### config.mk
export PLATFORM = sky130hd
export DESIGN_NAME = chunked_adder
export DESIGN_NICKNAME = d
export VERILOG_FILES = /design/src/rtl/chunked_adder.sv
export SDC_FILE = /design/constraint.sdc
export NUM_CORES = 1
export LEC_CHECK = 0
export BUFFER_PORTS_ARGS = -buffer_cell sky130_fd_sc_hd__buf_2
export CORE_UTILIZATION = 40
export DETAILED_ROUTE_END_ITERATION = 12
export PLACE_DENSITY = 0.66
export SKIP_LAST_GASP = 1
export SLEW_MARGIN = 15
export SYNTH_ARGS = -nofsm -noshare
export SYNTH_HDL_FRONTEND = slang
export SYNTH_SLANG_ARGS = --single-unit
export TNS_END_PERCENT = 30
### constraint.sdc
create_clock -name clk -period 5.2 [get_ports clk]
set_input_delay 0.52 -clock clk [delete_from_list [all_inputs] [get_ports clk]]
set_output_delay 0.52 -clock clk [all_outputs]
set_load 0.01 [all_outputs]
### src/rtl/chunked_adder.sv
// Multi-cycle adder/subtractor: sums CHUNK bits per clock, LSB chunk first, with the carry
// held in a register between chunks. Valid/ready handshakes on operand and result sides.
module chunked_adder #(
  parameter int unsigned WIDTH = 16,
  parameter int unsigned CHUNK = 4
) (
  input  logic             clk,
  input  logic             rst_n,
  input  logic             in_valid,
  output logic             in_ready,
  input  logic [WIDTH-1:0] a,
  input  logic [WIDTH-1:0] b,
  input  logic             cin,
  input  logic             sub,
  output logic             out_valid,
  input  logic             out_ready,
  output logic [WIDTH-1:0] s,
  output logic             cout,
  output logic             ovf
);

  localparam int unsigned NCHUNK = WIDTH / CHUNK;
  localparam int unsigned IdxW   = (NCHUNK > 1) ? $clog2(NCHUNK) : 1;
  localparam logic [IdxW-1:0] LastIdx = IdxW'(NCHUNK - 1);

  typedef enum logic [1:0] {StIdle, StAdd, StDone} state_e;

  state_e           state_q, state_d;
  logic [IdxW-1:0]  idx_q, idx_d;
  logic             carry_q, carry_d;
  logic [WIDTH-1:0] a_q, a_d;
  logic [WIDTH-1:0] b_q, b_d;
  logic [WIDTH-1:0] s_q, s_d;
  logic             cout_q, cout_d;
  logic             ovf_q, ovf_d;

  logic [CHUNK-1:0] a_ch, b_ch;
  logic [CHUNK:0]   ch_sum;
  logic             msb_cin;

  // Select the chunk addressed by idx; constant slice bounds keep the mux lint-clean.
  always_comb begin
    a_ch = '0;
    b_ch = '0;
    for (int unsigned i = 0; i < NCHUNK; i++) begin
      if (idx_q == IdxW'(i)) begin
        a_ch = a_q[i*CHUNK +: CHUNK];
        b_ch = b_q[i*CHUNK +: CHUNK];
      end
    end
  end

  assign ch_sum  = {1'b0, a_ch} + {1'b0, b_ch} + (CHUNK+1)'(carry_q);
  // Carry into the top bit of the chunk, recovered from its sum bit.
  assign msb_cin = ch_sum[CHUNK-1] ^ a_ch[CHUNK-1] ^ b_ch[CHUNK-1];

  always_comb begin
    state_d = state_q;
    idx_d   = idx_q;
    carry_d = carry_q;
    a_d     = a_q;
    b_d     = b_q;
    s_d     = s_q;
    cout_d  = cout_q;
    ovf_d   = ovf_q;
    case (state_q)
      StIdle: begin
        if (in_valid && in_ready) begin
          a_d     = a;
          b_d     = b ^ {WIDTH{sub}};
          carry_d = sub | cin;
          idx_d   = '0;
          state_d = StAdd;
        end
      end
      StAdd: begin
        for (int unsigned i = 0; i < NCHUNK; i++) begin
          if (idx_q == IdxW'(i)) begin
            s_d[i*CHUNK +: CHUNK] = ch_sum[CHUNK-1:0];
          end
        end
        carry_d = ch_sum[CHUNK];
        idx_d   = idx_q + IdxW'(1);
        if (idx_q == LastIdx) begin
          cout_d  = ch_sum[CHUNK];
          ovf_d   = msb_cin ^ ch_sum[CHUNK];
          state_d = StDone;
        end
      end
      StDone: begin
        if (out_ready) begin
          state_d = StIdle;
        end
      end
      default: state_d = StIdle;
    endcase
  end

  always_ff @(posedge clk) begin
    if (!rst_n) begin
      state_q <= StIdle;
      idx_q   <= '0;
      carry_q <= 1'b0;
      a_q     <= '0;
      b_q     <= '0;
      s_q     <= '0;
      cout_q  <= 1'b0;
      ovf_q   <= 1'b0;
    end else begin
      state_q <= state_d;
      idx_q   <= idx_d;
      carry_q <= carry_d;
      a_q     <= a_d;
      b_q     <= b_d;
      s_q     <= s_d;
      cout_q  <= cout_d;
      ovf_q   <= ovf_d;
    end
  end

  assign in_ready  = (state_q == StIdle) && rst_n;
  assign out_valid = (state_q == StDone);
  assign s         = s_q;
  assign cout      = cout_q;
  assign ovf       = ovf_q;

endmodule

After elaboration in Yosys (flattened, before gate mapping)
Cells that the tools add are included.
{"block": "word_totals", "output_inout_bits": 20, "reg_bits": 55, "in_bits": 38}
{"block": "classes", "bitwise_logic": 5, "reduce_logical": 12, "n_addsub": 3, "eq_ne": 8, "n_mux": 16}
{"cell": "4-bit two-way mux", "count": 8}
{"cell": "16-bit XOR", "count": 1}
{"cell": "2-bit AND reduction", "count": 6}
{"cell": "2-bit two-way mux", "count": 4}
{"cell": "2-bit equality test (second input constant)", "count": 3}
{"cell": "2-bit case mux with 3 select lines", "count": 1}
{"cell": "4-bit by 4-bit adder with 5-bit output", "count": 1}
{"cell": "5-bit by 1-bit adder with 5-bit output", "count": 1}
{"cell": "2-bit by 1-bit equality test with 1-bit output (second input constant)", "count": 2}
{"cell": "2-bit zero test", "count": 2}
{"cell": "2-bit inequality test (second input constant)", "count": 2}
{"cell": "2-bit case mux with 2 select lines", "count": 1}
{"cell": "3-bit AND reduction", "count": 1}
{"cell": "1-bit XOR", "count": 3}
{"cell": "2-bit by 1-bit adder with 2-bit output (second input constant)", "count": 1}
{"cell": "1-bit logical AND", "count": 2}
{"cell": "2-bit by 1-bit inequality test with 1-bit output (second input constant)", "count": 1}
{"cell": "1-bit case mux with 2 select lines", "count": 1}
{"cell": "2-bit nonzero test", "count": 1}
{"cell": "1-bit two-way mux", "count": 1}
{"cell": "1-bit OR", "count": 1}

Logic depth before layout (Yosys ltp)
Gate-level depths: netlist of run 1.
{"block": "depth", "word_depth": 10, "ltp_mapped": 16, "mapped_depth_nobuf": 15}

Least setup slack after synthesis of run 1
OpenSTA, ideal clock, no wires.
{"block": "synth_timing", "path_type": "register to register", "start": "register idx_q[0]", "end": "register ovf_q (netlist: ovf)", "path_stages_with_launch": 16, "synth_period_minus_slack_ns": 3.074, "setup_time_ns": 0.074, "arrival_ns": 3.000, "n_path_buf": 2, "path_slack_ns": 2.126, "required_ns": 5.126, "cell_sequence": "dfxtp_1 inv_1 ha_1 buf_2 clkbuf_1 a21oi_1 nor2_1 a21oi_1 fa_1 inv_1 fa_1 mux2_2 a221oi_2 mux2i_1 or3_1 a31oi_1"}
{"block": "synth_between", "elab_chain_cells": 10, "word_cells_on_any_way": 18, "cone_classes": "2 x add/sub; 3 x eq/ne; 8 x mux; 3 x bitwise; 2 x reduce/logical"}
{"item": "from (decl)", "line_no": "29", "text": "logic [IdxW-1:0] idx_q, idx_d;"}
{"item": "from (signal assigned)", "line_no": "111", "text": "idx_q <= idx_d;"}
{"item": "2-bit zero test", "line_no": "46", "text": "if (idx_q == IdxW'(i)) begin"}
{"item": "4-bit two-way mux (4 in a row)", "line_no": "46"}
{"item": "4-bit by 4-bit adder with 5-bit output", "line_no": "53", "text": "assign ch_sum = {1'b0, a_ch} + {1'b0, b_ch} + (CHUNK+1)'(carry_q);"}
{"item": "5-bit by 1-bit adder with 5-bit output", "line_no": "53"}
{"item": "1-bit XOR (2 in a row)", "line_no": "55", "text": "assign msb_cin = ch_sum[CHUNK-1] ^ a_ch[CHUNK-1] ^ b_ch[CHUNK-1];"}
{"item": "1-bit XOR", "line_no": "86", "text": "ovf_d = msb_cin ^ ch_sum[CHUNK];"}
{"item": "to (signal assigned)", "line_no": "117", "text": "ovf_q <= ovf_d;"}
{"item": "to (decl)", "line_no": "35", "text": "logic ovf_q, ovf_d;"}
Several ways; a longest one is shown, not always the timed one.
A chain may end at the register's enable or synchronous reset.

Final worst setup path of run 1
{"block": "layout_timing", "start": "register idx_q[1]", "end": "register ovf_q (netlist: ovf)"}
Same word-level chain as after synthesis.

==> results of run 1 <==
[where the power goes]
group | internal [W] | switching, W
clock network | 0.0000949 | 0.000131
logic | 0.0000682 | 0.0000793
registers | 0.000442 | 0.0000129
total | 0.000605 | 0.000223
[cells by family after synthesis]
| group | Yosys count | share of synthesized area |
|---|---|---|
| xor gates and xnor gates | 19 | 0.05988 |
| buffers and inverters | 30 | 0.04773 |
| adders and majority gates | 9 | 0.04592 |
| and+or+nand+nor | 115 | 0.1905 |
| AOI/OAI and AO/OA | 81 | 0.2341 |
| DFF | 55 | 0.3962 |
| muxes | 7 | 0.02566 |
[flip-flops by register name, summed over array words and instances (netlist names)]
name,cells
a_q,16
b_q,16
s,16
idx_q,2
state_q,2
carry_q,1
cout,1
ovf,1
[final cells by class]
class,instances,area share
Timing Repair Buffer,58,0.09326
Inverter,5,0.005978
Sequential cell,55,0.3507
Clock inverter,1,0.001594
Clock buffer,7,0.02431
Multi-Input combinational cell,231,0.4922
Tap cell,80,0.03189
[metrics by stage]
stage	total power [W]	worst slack, ns	utilization
floorplan	0.0005717	2.126	-
global placement	0.0006102	1.968	0.4526
detailed placement	0.0006128	1.793	0.4526
CTS	0.0008355	1.790	0.4646
global route	0.0008738	1.467	0.4646
finish	0.0008280	1.740	0.4646
[placed cells by master, fill, tap and decap left out, types with 6 or more instances in the layout]
master     n
dfxtp_1   55
buf_2     57
nor2_1     6
xnor2_1   19
nand3b_1   8
nand2_1   75
mux2i_1    6
o211a_1   29
ha_1       7
a21oi_1   16
o21ai_0    6
a21boi_0  18
nor2b_1    9
[synth_stat cells, types with 3 or more instances]
| cell type | number |
|---|---|
| and2_1 | 4 |
| buf_2 | 7 |
| nand2b_1 | 4 |
| a211oi_1 | 3 |
| nand3b_1 | 8 |
| nand2_1 | 75 |
| nor3b_1 | 5 |
| a21oi_1 | 16 |
| mux2i_1 | 6 |
| xnor2_1 | 19 |
| o211a_1 | 29 |
| nor2_1 | 6 |
| clkbuf_1 | 16 |
| nor2b_1 | 9 |
| a21boi_0 | 18 |
| ha_1 | 7 |
| inv_1 | 5 |
| dfxtp_1 | 55 |
| o21ai_0 | 6 |
[layer usage]
metal  GRT usage  wire length, um  vias up
met1      0.2069             2794     1013
li1            -                -     1151
met5           0                0        -
met3     0.03405              204       16
met2      0.2669             2597       48
met4     0.07879              191        0
[worst register-to-register path, delay by kind of cell (launching register included)]
| family | cells | cell delay [ns] |
|---|---|---|
| AOI/OAI and AO/OA | 5 | 0.81 |
| adders and majority gates | 3 | 1.07 |
| buffers and inverters | 2 | 0.13 |
| DFF | 1 | 0.35 |
| muxes | 2 | 0.44 |
| and+or+nand+nor | 3 | 0.59 |
[final timing paths]
check	to	slack (ns)	cells after the start
max	ovf	1.74	15
min	a_q[12]	0.45	3
min reg2reg	a_q[5]	0.48	2
max reg2reg	ovf	1.74	15
==> impl_results.md, run 1 <==
* Status: finished, final reports clean
* Worst reg2reg startpoint: idx_q[1]
* Footprint of the multi-input gates at between 1500 and 2000 um^2
* Iter 0 DRT Violations at between 90 and 100
* Mapped Cells at 316
* Top delay family on crit path: adder cells
* Max VDD drop at 0.1416 mV
* Critical Path RT at ~5.4 ns
* DP HPWL at between 4000 and 5000 um
* I/O Pins at 58
* Post-Syn Nets at roughly 360
* Num CTS Buffers at 5
* Clk root buf: clkbuf_8
* CTS tree: yes
* Largest stage delay, worst path at ~0.43 ns
* Row cnt at 30
* Max Cap Violations at 0
* Clock skew at between 0.006 and 0.007 ns
* Setup TNS at 0 ns
* Share of cells above drive strength 1 at 0.1905
* Core Area at between 6000 and 7000 um^2
* DRC at 0
* Initial antenna violation count at 0
* Largest net degree at the start of global routing at 57
* Starting Density at 0.4113
* Leakage at about 1.5 nW
* Crit Path Max Fanout at 17
* Number of synthesized flops with an enable pin at 0
* TritonCTS Sinks at between 50 and 60
* Routed wire length at between 5000 and 6000 um
* Clk slew on worst S/H paths at around 0.09 ns
* Worst path bufs/invs at 2
* FF+latch area at 1101 um^2
* FF+latch count, synth at between 50 and 60
* Avg WL per Cell at between 10 and 15 um
* Slew headroom at 0.4075
* Fill count at roughly 700
* Synthesized cell area at ~2800 um^2
* Hold Buf Count CTS at 0
* GRT Overall Usage at 0.1636
* Hold crit path type: in2reg
* First drt pass iteration count at 4
* Nets@finish at 403
* Synth top area cells: dfxtp_1, o211a_1, nand2_1
* Total number of vias at roughly 2200
* Post-CTS setup buffers at 0
* DIE WIDTH at 85.35 um
* Fmax at approximately 290 MHz
* Full die area at approximately 7300 um^2
* Dominant register cell in the synthesized netlist: dfxtp_1
* Post-DRT Antenna Nets at 0
* Post-cts resize count at 0
* Ys async rst share at 0
* GRT Residual Overflow at 0
* Area leader, netlist: dfxtp_1
* Post-Syn Area per Cell at 8.794 um^2
* Power per Cell Area at around 260 nW/um^2
* Post-DP Area at ~3100 um^2
* CP arrival at between 3 and 4 ns
* Final Cycle Share at 0.6653
* First-pass GRT wire length at between 9000 and 10000 um
* CP max stage cell: ha_1
* Chip height at 85.35 um
* Layout Cells excl Fill at between 400 and 500
* Yosys cell types at 34
* Slew Limit Fails at 0
* Fin. Hold Viols at 0
* Dpl cells at 429
* Clock buffer depth at 2
* Post-layout minimum cycle time at 3.460 ns
* Critical Path Most Common Cell: a21oi_1
* CTS H-tree lvls at 2
* WHS at approximately 0.45 ns
* Design area at roughly 3100 um^2
* Worst-margin pin slew at 0.8854 ns
* Critical path class: reg2reg
* Yosys top cell area share at 0.3962
* Ant diodes at 0
* CP startpoint kind: flip-flop
* CP cell instances: inv_1 > ha_1 > nand3b_1 > a21oi_1 > a21oi_1 > nor2_1 > a21oi_1 > fa_1 > inv_1 > fa_1 > mux2_2 > a221oi_2 > mux2i_1 > or3_1 > a31oi_1
* Layout area overhead at 12.97%
* Worst Setup End Kind: flip-flop
* Ys Warns at 0
* # setup viols final at 0
* Register area share after synthesis at 0.3962
* Worst-skew pair later-pin latency at between 0.3 and 0.4 ns
* Via/cell ratio at slightly above 5
* Routability congestion estimate at around 0.82
* RSZ-0062 raised after global routing: no
* Hold_sp: a[12]
* Crit path launch: idx_q[1]
* Port-buffer cells at 57
* Vias in the first global route at around 2100
Power figures use the tool's default switching activity.
==> inputs of run 2 (changes only) <==
--- a/config.mk
+++ b/config.mk
@@ -8,7 +8,7 @@
 export BUFFER_PORTS_ARGS = -buffer_cell sky130_fd_sc_hd__buf_2
 export CORE_UTILIZATION = 40
 export DETAILED_ROUTE_END_ITERATION = 12
-export PLACE_DENSITY = 0.66
+export PLACE_DENSITY = 0.69
 export SKIP_LAST_GASP = 1
 export SLEW_MARGIN = 15
 export SYNTH_ARGS = -nofsm -noshare
==> constraint.sdc (replaced) <==
create_clock -name clk -period 2.8 [get_ports clk]
set_input_delay 0.28 -clock clk [delete_from_list [all_inputs] [get_ports clk]]
set_output_delay 0.28 -clock clk [all_outputs]
set_load 0.01 [all_outputs]
==> impl_results.md, run 2 (synthesis results as in run 1) <==
* Status: finished, violations left
* Failing checks: DRC
* Post-DRT Antenna Nets at 0
* Max VDD drop at about 0.21 mV
* Post-layout minimum cycle time at roughly 2.8 ns
* Layout Cells excl Fill at between 400 and 500
* Via/cell ratio at about 5
* Critical path class: reg2reg
* Clk root buf: clkbuf_8
* DRC at 1
* Port-buffer cells at 57
* WHS at around 0.21 ns
* Reg2Reg Depth at 15
* Nets@finish at 420
* CTS H-tree lvls at 2
* Routed wire length at 5753 um
* Fin. Hold Viols at 0
* Avg WL per Cell at roughly 13 um
* Iter 0 DRT Violations at 106
* GRT Residual Overflow at 0
* Design area at about 3300 um^2
* Power per Cell Area at 468.7 nW/um^2
* Post-CTS setup buffers at 0
* Worst Setup End Kind: flip-flop
* Worst reg-to-reg setup slack at 0.01 ns
* CP arrival at roughly 3.0 ns
* Hold Buf Count CTS at 0
* DP HPWL at 4257 um
* First-pass GRT wire length at around 9600 um
* # setup viols final at 0
* Max Cap Violations at 0
* Vias in the first global route at 2104
* Full die area at about 7300 um^2
* First drt pass iteration count at 8
* GRT Overall Usage at 0.1676
* Worst r2r dst: ovf
* RSZ-0062 raised after global routing: yes
* Post-DP Area at ~3200 um^2
* I/O Pins at between 50 and 60
* Crit Path Max Fanout at 4
* Leakage at approximately 1.6 nW
* Starting Density at 0.4113
* Worst-skew pair later-pin latency at 0.30 ns
* Worst reg2reg startpoint: idx_q[0]
* Layout area overhead at 20.13%
* TritonCTS Sinks at 55
* DIE WIDTH at 85.35 um
* Ant diodes at 0
* Num CTS Buffers at 5
* Clock skew at between 0.005 and 0.006 ns
* Initial antenna violation count at 0
* Clk slew on worst S/H paths at 0.09 ns
* Clock buffer depth at 2
* Dpl cells at 446
* Leading cell type in the layout, fill and taps excluded: nand2_1
* Slew headroom at 0.5665
* Crit path launch: idx_q[0]
* Fill count at around 680
* Row cnt at 30
* Commonest cells after routing, fill and taps aside: nand2_1, buf_2, dfxtp_1
* CP startpoint kind: flip-flop
* Slew Limit Fails at 0
* Core Area at roughly 6800 um^2
* Fmax at 358.9 MHz
* Final Cycle Share at 0.9951
* Total number of vias at approximately 2200
* Hold crit path type: in2reg
* Worst-margin pin slew at 0.6487 ns
* Worst setup path endpoint: ovf
* Share of cells above drive strength 1 at 0.2647
* Critical Path RT at 3.04 ns
* Largest net degree at the start of global routing at 56
* Routability congestion estimate at about 0.93
* CTS tree: yes
* Fin util at 0.4941
* Chip height at 85.35 um
run 2: cell count changes in the layout (fill, tap and decap cells not counted), moves of 2 or more:
| cell | previous run | this run |
|---|---|---|
| a21oi_1 | 16 | 12 |
| a21oi_2 | 0 | 4 |
| buf_4 | 1 | 18 |
| dfxtp_1 | 55 | 53 |
| fa_1 | 2 | 0 |
| fa_2 | 0 | 2 |
| ha_1 | 7 | 4 |
| ha_4 | 0 | 3 |
| inv_1 | 5 | 3 |
| inv_2 | 0 | 2 |
run 2: cell type report:
cell class / instances / area, um^2 / share of cell area
Clock inverter: 1 / 5.005 / 0.001499
Inverter: 5 / 18.77 / 0.005622
Tap cell: 80 / 100.1 / 0.02999
Clock buffer: 7 / 76.32 / 0.02286
Timing Repair Buffer: 75 / 420.4 / 0.1259
Sequential cell: 55 / 1106 / 0.3313
Multi-Input combinational cell: 231 / 1612 / 0.4828
run 2: critical path, stage by stage (launching register included):
cell,delay [ns]
dfxtp_4,0.38
inv_2,0.07
ha_4,0.17
nand3b_1,0.08
a21oi_1,0.08
a21oi_2,0.10
nor2_1,0.05
a21oi_2,0.13
fa_2,0.21
inv_1,0.06
fa_2,0.36
mux2_4,0.28
a221oi_2,0.21
mux2i_1,0.11
or3_1,0.31
a31oi_1,0.12
run 2: timing repair:
action,CTS,global route
pin swaps,2,0
cloned,0,0
setup endpoints to repair,1,1
resized for setup,6,1
run 2: layer usage:
| layer | global-route usage | wire, um | vias to the layer above |
|---|---|---|---|
| met5 | 0 | 0 | - |
| met4 | 0.06212 | 94 | 0 |
| met3 | 0.03016 | 148 | 8 |
| met2 | 0.2823 | 2781 | 31 |
| met1 | 0.2147 | 2728 | 1024 |
| li1 | - | - | 1185 |
run 2: worst min path at each step:
stage,cells past startpoint,end,start
floorplan,2,a_q[0],a[0]
global placement,2,a_q[13],a_q[13]
detailed placement,2,a_q[13],a_q[13]
CTS,3,a_q[6],a[6]
global route,3,a_q[6],a[6]
finish,3,a_q[6],a[6]
run 2: power by group:
group          switching, W  leakage, nW  total, W  internal [W]
Clock              0.000237       0.0422  0.000413      0.000176
Combinational      0.000156         1.15  0.000307      0.000151
Sequential        0.0000241        0.450  0.000844      0.000820
run 2: metrics by stage:
stage / total power, W / setup WS, ns / setup TNS (ns)
2_1_floorplan: 0.001073 / -0.04335 / -0.04335
3_3_place_gp: 0.001160 / 0.004068 / 0
3_5_place_dp: 0.001165 / -0.05115 / -0.05115
4_1_cts: 0.001585 / 0.01407 / 0
5_1_grt: 0.001654 / -0.1792 / -0.1792
6_report: 0.001565 / 0.01374 / 0
